**src/rtl/bram_stream_reader.sv**
```systemverilog
// Reads LEN contiguous words from a one-cycle-latency block RAM port and streams
// them out over valid/ready, using a credit scheme so the 4-entry FIFO never overflows.
module bram_stream_reader #(
  parameter int DATA_WIDTH = 72,
  parameter int ADDR_WIDTH = 10
) (
  input  logic                  clk,
  input  logic                  rst_n,
  input  logic                  start,
  input  logic [ADDR_WIDTH-1:0] base_addr,
  input  logic [ADDR_WIDTH:0]   len,
  output logic                  busy,
  output logic                  done,
  output logic [ADDR_WIDTH-1:0] bram_addr,
  output logic                  bram_wr,
  output logic [DATA_WIDTH-1:0] bram_din,
  input  logic [DATA_WIDTH-1:0] bram_dout,
  output logic [DATA_WIDTH-1:0] m_tdata,
  output logic                  m_tvalid,
  input  logic                  m_tready,
  output logic                  m_tlast
);

  // Stream handshake: a beat transfers on a rising clk edge where m_tvalid and
  // m_tready are both 1; once m_tvalid rises, m_tdata/m_tlast hold until that edge.

  typedef enum logic {IDLE = 1'b0, RUN = 1'b1} state_t;

  localparam logic [ADDR_WIDTH:0] ONE          = 1;
  localparam logic [2:0]          CREDITS_INIT = 3'd4;

  state_t                  state, state_next;
  logic [ADDR_WIDTH-1:0]   base_q;
  logic [ADDR_WIDTH:0]     len_q;
  logic [ADDR_WIDTH:0]     issued_cnt;
  logic [ADDR_WIDTH:0]     out_cnt;
  logic [2:0]              credits;
  logic [1:0]              tag_pipe;
  logic [DATA_WIDTH-1:0]   fifo_mem [4];
  logic [1:0]              wr_ptr, rd_ptr;
  logic [2:0]              fifo_cnt;
  logic                    done_q;

  logic start_ok, issue, hs, last_hs, fifo_wr;

  assign start_ok = (state == IDLE) && start && (len != '0);
  assign issue    = start_ok ||
                    ((state == RUN) && (issued_cnt < len_q) && (credits != 3'd0));
  assign hs       = m_tvalid && m_tready;
  assign last_hs  = hs && m_tlast;
  assign fifo_wr  = tag_pipe[1];

  assign busy     = (state == RUN);
  assign done     = done_q;
  assign bram_wr  = 1'b0;
  assign bram_din = '0;
  assign m_tvalid = (fifo_cnt != 3'd0);
  assign m_tdata  = fifo_mem[rd_ptr];
  assign m_tlast  = m_tvalid && (out_cnt == (len_q - ONE));

  always_ff @(posedge clk or negedge rst_n) begin
    if (!rst_n) state <= IDLE;
    else        state <= state_next;
  end

  always_comb begin
    state_next = state;
    case (state)
      IDLE:    if (start_ok) state_next = RUN;
      RUN:     if (last_hs)  state_next = IDLE;
      default: state_next = IDLE;
    endcase
  end

  always_ff @(posedge clk or negedge rst_n) begin
    if (!rst_n) begin
      base_q     <= '0;
      len_q      <= '0;
      issued_cnt <= '0;
      out_cnt    <= '0;
      credits    <= '0;
      tag_pipe   <= '0;
      bram_addr  <= '0;
      wr_ptr     <= '0;
      rd_ptr     <= '0;
      fifo_cnt   <= '0;
      done_q     <= 1'b0;
      for (int i = 0; i < 4; i++) fifo_mem[i] <= '0;
    end else begin
      done_q <= ((state == IDLE) && start && (len == '0)) || last_hs;
      // Tag stage 0: address on the RAM port; stage 1: bram_dout holds that word.
      tag_pipe <= {tag_pipe[0], issue};

      if (start_ok) begin
        base_q     <= base_addr;
        len_q      <= len;
        issued_cnt <= ONE;
        out_cnt    <= '0;
        credits    <= CREDITS_INIT - 3'd1;
        bram_addr  <= base_addr;
      end else begin
        if (issue) begin
          issued_cnt <= issued_cnt + ONE;
          bram_addr  <= base_q + issued_cnt[ADDR_WIDTH-1:0];
        end
        if (hs) out_cnt <= out_cnt + ONE;
        case ({issue, hs})
          2'b10:   credits <= credits - 3'd1;
          2'b01:   credits <= credits + 3'd1;
          default: credits <= credits;
        endcase
      end

      if (fifo_wr) begin
        fifo_mem[wr_ptr] <= bram_dout;
        wr_ptr           <= wr_ptr + 2'd1;
      end
      if (hs) rd_ptr <= rd_ptr + 2'd1;
      fifo_cnt <= fifo_cnt + {2'b00, fifo_wr} - {2'b00, hs};
    end
  end

endmodule

```
**config.mk**
```make
export PLATFORM = sky130hd
export DESIGN_NAME = bram_stream_reader
export DESIGN_NICKNAME = d
export VERILOG_FILES = /design/src/rtl/bram_stream_reader.sv
export SDC_FILE = /design/constraint.sdc
export NUM_CORES = 1
export LEC_CHECK = 0
export CAP_MARGIN = 20
export CORE_MARGIN = 2
export CORE_UTILIZATION = 55
export CTS_CLUSTER_DIAMETER = 80
export DETAILED_ROUTE_END_ITERATION = 12
export PLACE_DENSITY = 0.78
export SLEW_MARGIN = 20
export SYNTH_ARGS = -nofsm -noshare
export SYNTH_HDL_FRONTEND = slang
export SYNTH_SLANG_ARGS = --single-unit
```
**constraint.sdc**
```tcl
create_clock -name clk -period 3.41 [get_ports clk]
set_clock_uncertainty 0.15 [all_clocks]
set_input_delay 0.682 -clock clk [delete_from_list [all_inputs] [get_ports clk]]
set_output_delay 0.682 -clock clk [all_outputs]
set_load 0.02 [all_outputs]
```
Yosys cells after proc, flatten, opt, wreduce, memory -nomap -nowiden
Cells that the tools add are included.
- magnitude comparators: 4
- bitwise gates (word level): 3
- reduce and logical (&&, ||, !) cells: 18
- $add $sub $neg: 10
- equality and inequality tests: 3
- mux-type cells: 17
- operators by type and width (operator ; count):
    $bwmux 288 ; 1
    $mux 72 ; 3
    $bmux 72 s2 ; 1
    $demux 72 s2 ; 1
    $mux 11 ; 4
    $add 11x1->11 const B ; 2
    $mux 10 ; 2
    $eq 11x11->1 ; 1
    $logic_not 11->1 ; 1
    $lt 11x11->1 ; 1
    $reduce_bool 11->1 ; 1
    $sub 11x1->11 const B ; 1
    $add 10x10->10 ; 1
    $logic_and 1x1->1 ; 9
    $reduce_bool 3->1 ; 3
    $ge 3x3->1 const B ; 2
    $not 2->3 ; 2
    $pmux 3 s2 ; 1
    $add 2x1->2 const B ; 2
    $reduce_bool 2->1 ; 2
    $add 3x1->3 ; 1
    $add 3x1->3 const B ; 1
    $lt 3x1->1 const B ; 1
    $mux 3 ; 1
    other kinds (8) ; 10
- output and inout bits: 159
- register bits: 355
- bits of input ports: 97

Depth between registers and ports, before layout
- depth in word-level cells: 7
- depth in mapped cells: 13
- gate-level depth less buffers: 11

Least setup slack after synthesis
OpenSTA, ideal clock, no wires.
- path kind: reg2out
- start: register len_q[0]
- end: output port m_tlast
- arrival time: 2.081 ns
- stages on the path, launching flop included: 9
- buffers on the path: 1
- path slack: 0.497 ns
- path through: dfrtp_1 -> inv_1 -> ha_1 -> clkbuf_1 -> or2_2 -> a311oi_1 -> a311oi_1 -> and4bb_2 -> nor2b_1
- word-level cells in the longest chain between the ends: 3
- ends and longest elaborated chain (element ; line ; RTL):
    from (decl) ; 34 ; logic [ADDR_WIDTH:0] len_q;
    from (signal assigned) ; 96 ; len_q <= len;
    $sub 11x1->11 ; 59 ; assign m_tlast = m_tvalid && (out_cnt == (len_q - ONE));
    $eq 11x11->1 ; 59 ;
    $logic_and 1x1->1 ; 59 ;
    to (decl) ; 21 ; output logic m_tlast
No other way between the ends.

Worst setup path in the final report
- start: register len_q[1]
- end: output port m_tlast
Same word-level chain as after synthesis.

==> impl_metrics.tcl <==
set metrics [dict create \
    outcome "finished, violations left" \
    violations "hold timing" \
    grt_overflow 0 \
    p_leak_nw 8.71 \
    hp-class "input port to asynchronous set/reset pin" \
    synth_cell_type_count 51 \
    reg2reg_slack_ns 0.30 \
    met2_length_um 17300 \
    crit_family "simple AND/OR/NAND/NOR gates" \
    period_share 0.963 \
    clkTransAtPathRegs_ns 0.06 \
    drv_cap 0 \
    pre_cts_slack_ns 0.0506 \
    crit_slowest_cell "dfrtp_1" \
    ys_seq_area_frac 0.530 \
    cts_sinks 355 \
    cts-root-buf "clkbuf_16" \
    numPortBuffers 182 \
    ys_seq_elements 355 \
    critical_path.max_fanout 6 \
    netlist_instances 1206 \
    async_flop_share 1.00 \
    wl_met3_um 1560 \
    hpwlAfterDp_um 22300 \
    critical_path_class "register to primary output" \
    synth_ff_type "dfrtp_1" \
    grtUsageTotal 0.222 \
    clk_latency_ns 0.50 \
    drive_gt1_frac 0.333 \
    ios 256 \
    fin_crit_ns 3.28 \
    routed_via_density 5.58 \
    finalMaxSlewViolations 0 \
    htreeDepth 2 \
    avgSynthCellArea_um2 13.9 \
    antenna_left 0 \
    rows 63 \
    place_inst 1742 \
    cp.required_ns 2.58 \
    syn_to_final_growth_pct 21.5 \
    r2r_start "len_q[3]$_DFFE_PN0P_" \
    setup_tns_ns 0 \
    num-nets-final 1525 \
    route.detailed.drc 0 \
    slew_headroom 0.414 \
    worst_slew_pin_slew_ns 0.879 \
    cp.depth 8 \
    fmax_ghz 0.305 \
    cts_buffers 38 \
    final_cells 1816 \
    initial_utilization 0.562 \
    post_drt_wl_per_cell_um 18.9 \
    clk_path_buf_depth 3 \
    drt_iter0_markers 386 \
    max-vdd-ir-drop_v 0.000685 \
    syn_area_um2 16700 \
    p_per_area_nw_per_um2 1140 \
    setup_viol 0 \
    fill_cells 2041 \
    r2r-end "credits[2]$_DFFE_PN0P_" \
    firstDrtPassIters 5 \
    fp.dieW_um 179 \
    num_vias 10100 \
    setup_ws_ns 0.127 \
    routed_wl_um 34300 \
    synth_edf_count 0 \
    grt_antenna_before_repair 0 \
    rsz0062_at_grt "false" \
    critPathCaptureType "primary output" \
    cp.arrival_ns 2.45 \
    ctsHoldBuffers 0 \
    crit_top_cell "buf_4" \
    top_layer_used "met4" \
    die_area_um2 31900 \
    grt_pass1_wl_um 55800 \
    insertedDiodeCount 0 \
    r2r_cells 11 \
    worst-path-buf-inv 2 \
    cts_tree "done" \
    cp_slowest_stage_delay_ns 0.37 \
    synth_warnings 0 \
    worstPathCellList "buf_4, nor2_2, xor2_1, o22ai_1, a311oi_1, and4bb_2, nor2b_1, buf_4" \
    dieHeight_um 179 \
    core_um2 29800 \
    hold_violations 4 \
    grt_max_degree 73 \
    grt_pass1_vias 10700 \
    start_kind "register" \
    whs_ns -0.00761 \
    wl_met1_um 14900 \
    place_congestion 0.872 \
]
[area by class of cell]
class,instances,area (µm²),share of cell area
Clock buffer,58,1180,0.0579
Clock inverter,11,136,0.00670
Tap cell,390,488,0.0240
Multi-Input combinational cell,761,7310,0.360
Inverter,25,93.8,0.00461
Sequential cell,355,8890,0.437
Timing Repair Buffer,216,2240,0.110
[flip-flops by register name, indices dropped and copies added (netlist names)]
signal,cells
rd_ptr,2
bram_addr,10
len_q,11
fifo_mem,288
credits,3
tag_pipe,2
base_q,10
fifo_cnt,3
wr_ptr,2
busy,1
out_cnt,11
done,1
issued_cnt,11
[kinds of logic (layout without fill, tap and decap cells)]
| group | Yosys count | after routing | synth area share |
|---|---|---|---|
| other | 1 | 73 | 0.000224 |
| and+or+nand+nor | 165 | 165 | 0.0460 |
| AOI/OAI and AO/OA | 88 | 88 | 0.0314 |
| buffers and inverters | 162 | 310 | 0.0536 |
| xor gates and xnor gates | 40 | 40 | 0.0209 |
| muxes | 364 | 364 | 0.293 |
| adders and majority gates | 31 | 31 | 0.0245 |
| DFF | 355 | 355 | 0.530 |
[through the flow]
step	power, mW	hold slack (ns)	area [µm²]	util
after floorplan	15.0	0.181	17000	-
after global placement	18.5	0.184	19000	0.636
after detailed placement	19.0	0.195	19000	0.636
after CTS	23.3	0.0137	20300	0.681
after global routing	24.6	0.0308	20300	0.683
final	23.1	-0.00761	20300	0.683
[layer usage]
metal | global-route usage | up-vias
met1 | 0.302 | 5244
met3 | 0.0341 | 49
met4 | 0.0532 | 0
met2 | 0.376 | 242
li1 | - | 4593
met5 | 0 | -
[how the worst max path moves through the flow]
stage / startpoint / slack [ns] / endpoint
final: len_q[1]$_DFFE_PN0P_ / 0.13 / m_tlast
after global placement: len_q[1]$_DFFE_PN0P_ / 0.12 / m_tlast
after CTS: len_q[1]$_DFFE_PN0P_ / 0.002 / m_tlast
after detailed placement: len_q[1]$_DFFE_PN0P_ / 0.05 / m_tlast
after floorplan: len_q[0]$_DFFE_PN0P_ / 0.50 / m_tlast
after global routing: len_q[0]$_DFFE_PN0P_ / 0.02 / m_tlast
[Yosys cell counts, drive strengths merged (17+ instances only)]
cell	count	area, µm²
clkbuf	55	206
nand2	66	248
buf	82	598
inv	25	93.8
ha	28	350
dfrtp	355	8880
nor2	32	120
xor2	23	201
o21ai	37	185
xnor2	17	149
mux4	72	1620
mux2	288	3240
a21oi	21	105
[report_power, final]
| part | switching, mW | internal, mW | total [mW] |
|---|---|---|---|
| registers | 1.23 | 6.37 | 7.60 |
| logic | 5.10 | 6.21 | 11.3 |
| clock network | 1.63 | 2.61 | 4.23 |
[cells in the final DEF (no fill, tap or decap), drive strengths merged, types with 4 or more instances in the layout]
| cell | instances |
|---|---|
| buf | 36 |
| a21oi | 21 |
| xor2 | 23 |
| ha | 28 |
| nand2 | 66 |
| mux2 | 288 |
| nand3 | 14 |
| clkbuf | 58 |
| and3 | 4 |
| clkinv | 6 |
| nand2b | 4 |
| dfrtp | 355 |
| mux2i | 4 |
| a21o | 6 |
| o21ai | 37 |
| nor2 | 32 |
| nor3 | 14 |
| xnor2 | 17 |
| clkdlybuf4s50 | 180 |
| nand4 | 10 |
| mux4 | 72 |
| conb | 73 |
| or3 | 9 |
| a211oi | 5 |
| inv | 26 |
[repair_timing]
item,4_1_cts,5_1_grt
endpoints found under the setup margin,1,19
setup buffers,0,5
gates resized for setup,6,4
pin swaps,0,1
Power figures use the tool's default switching activity.
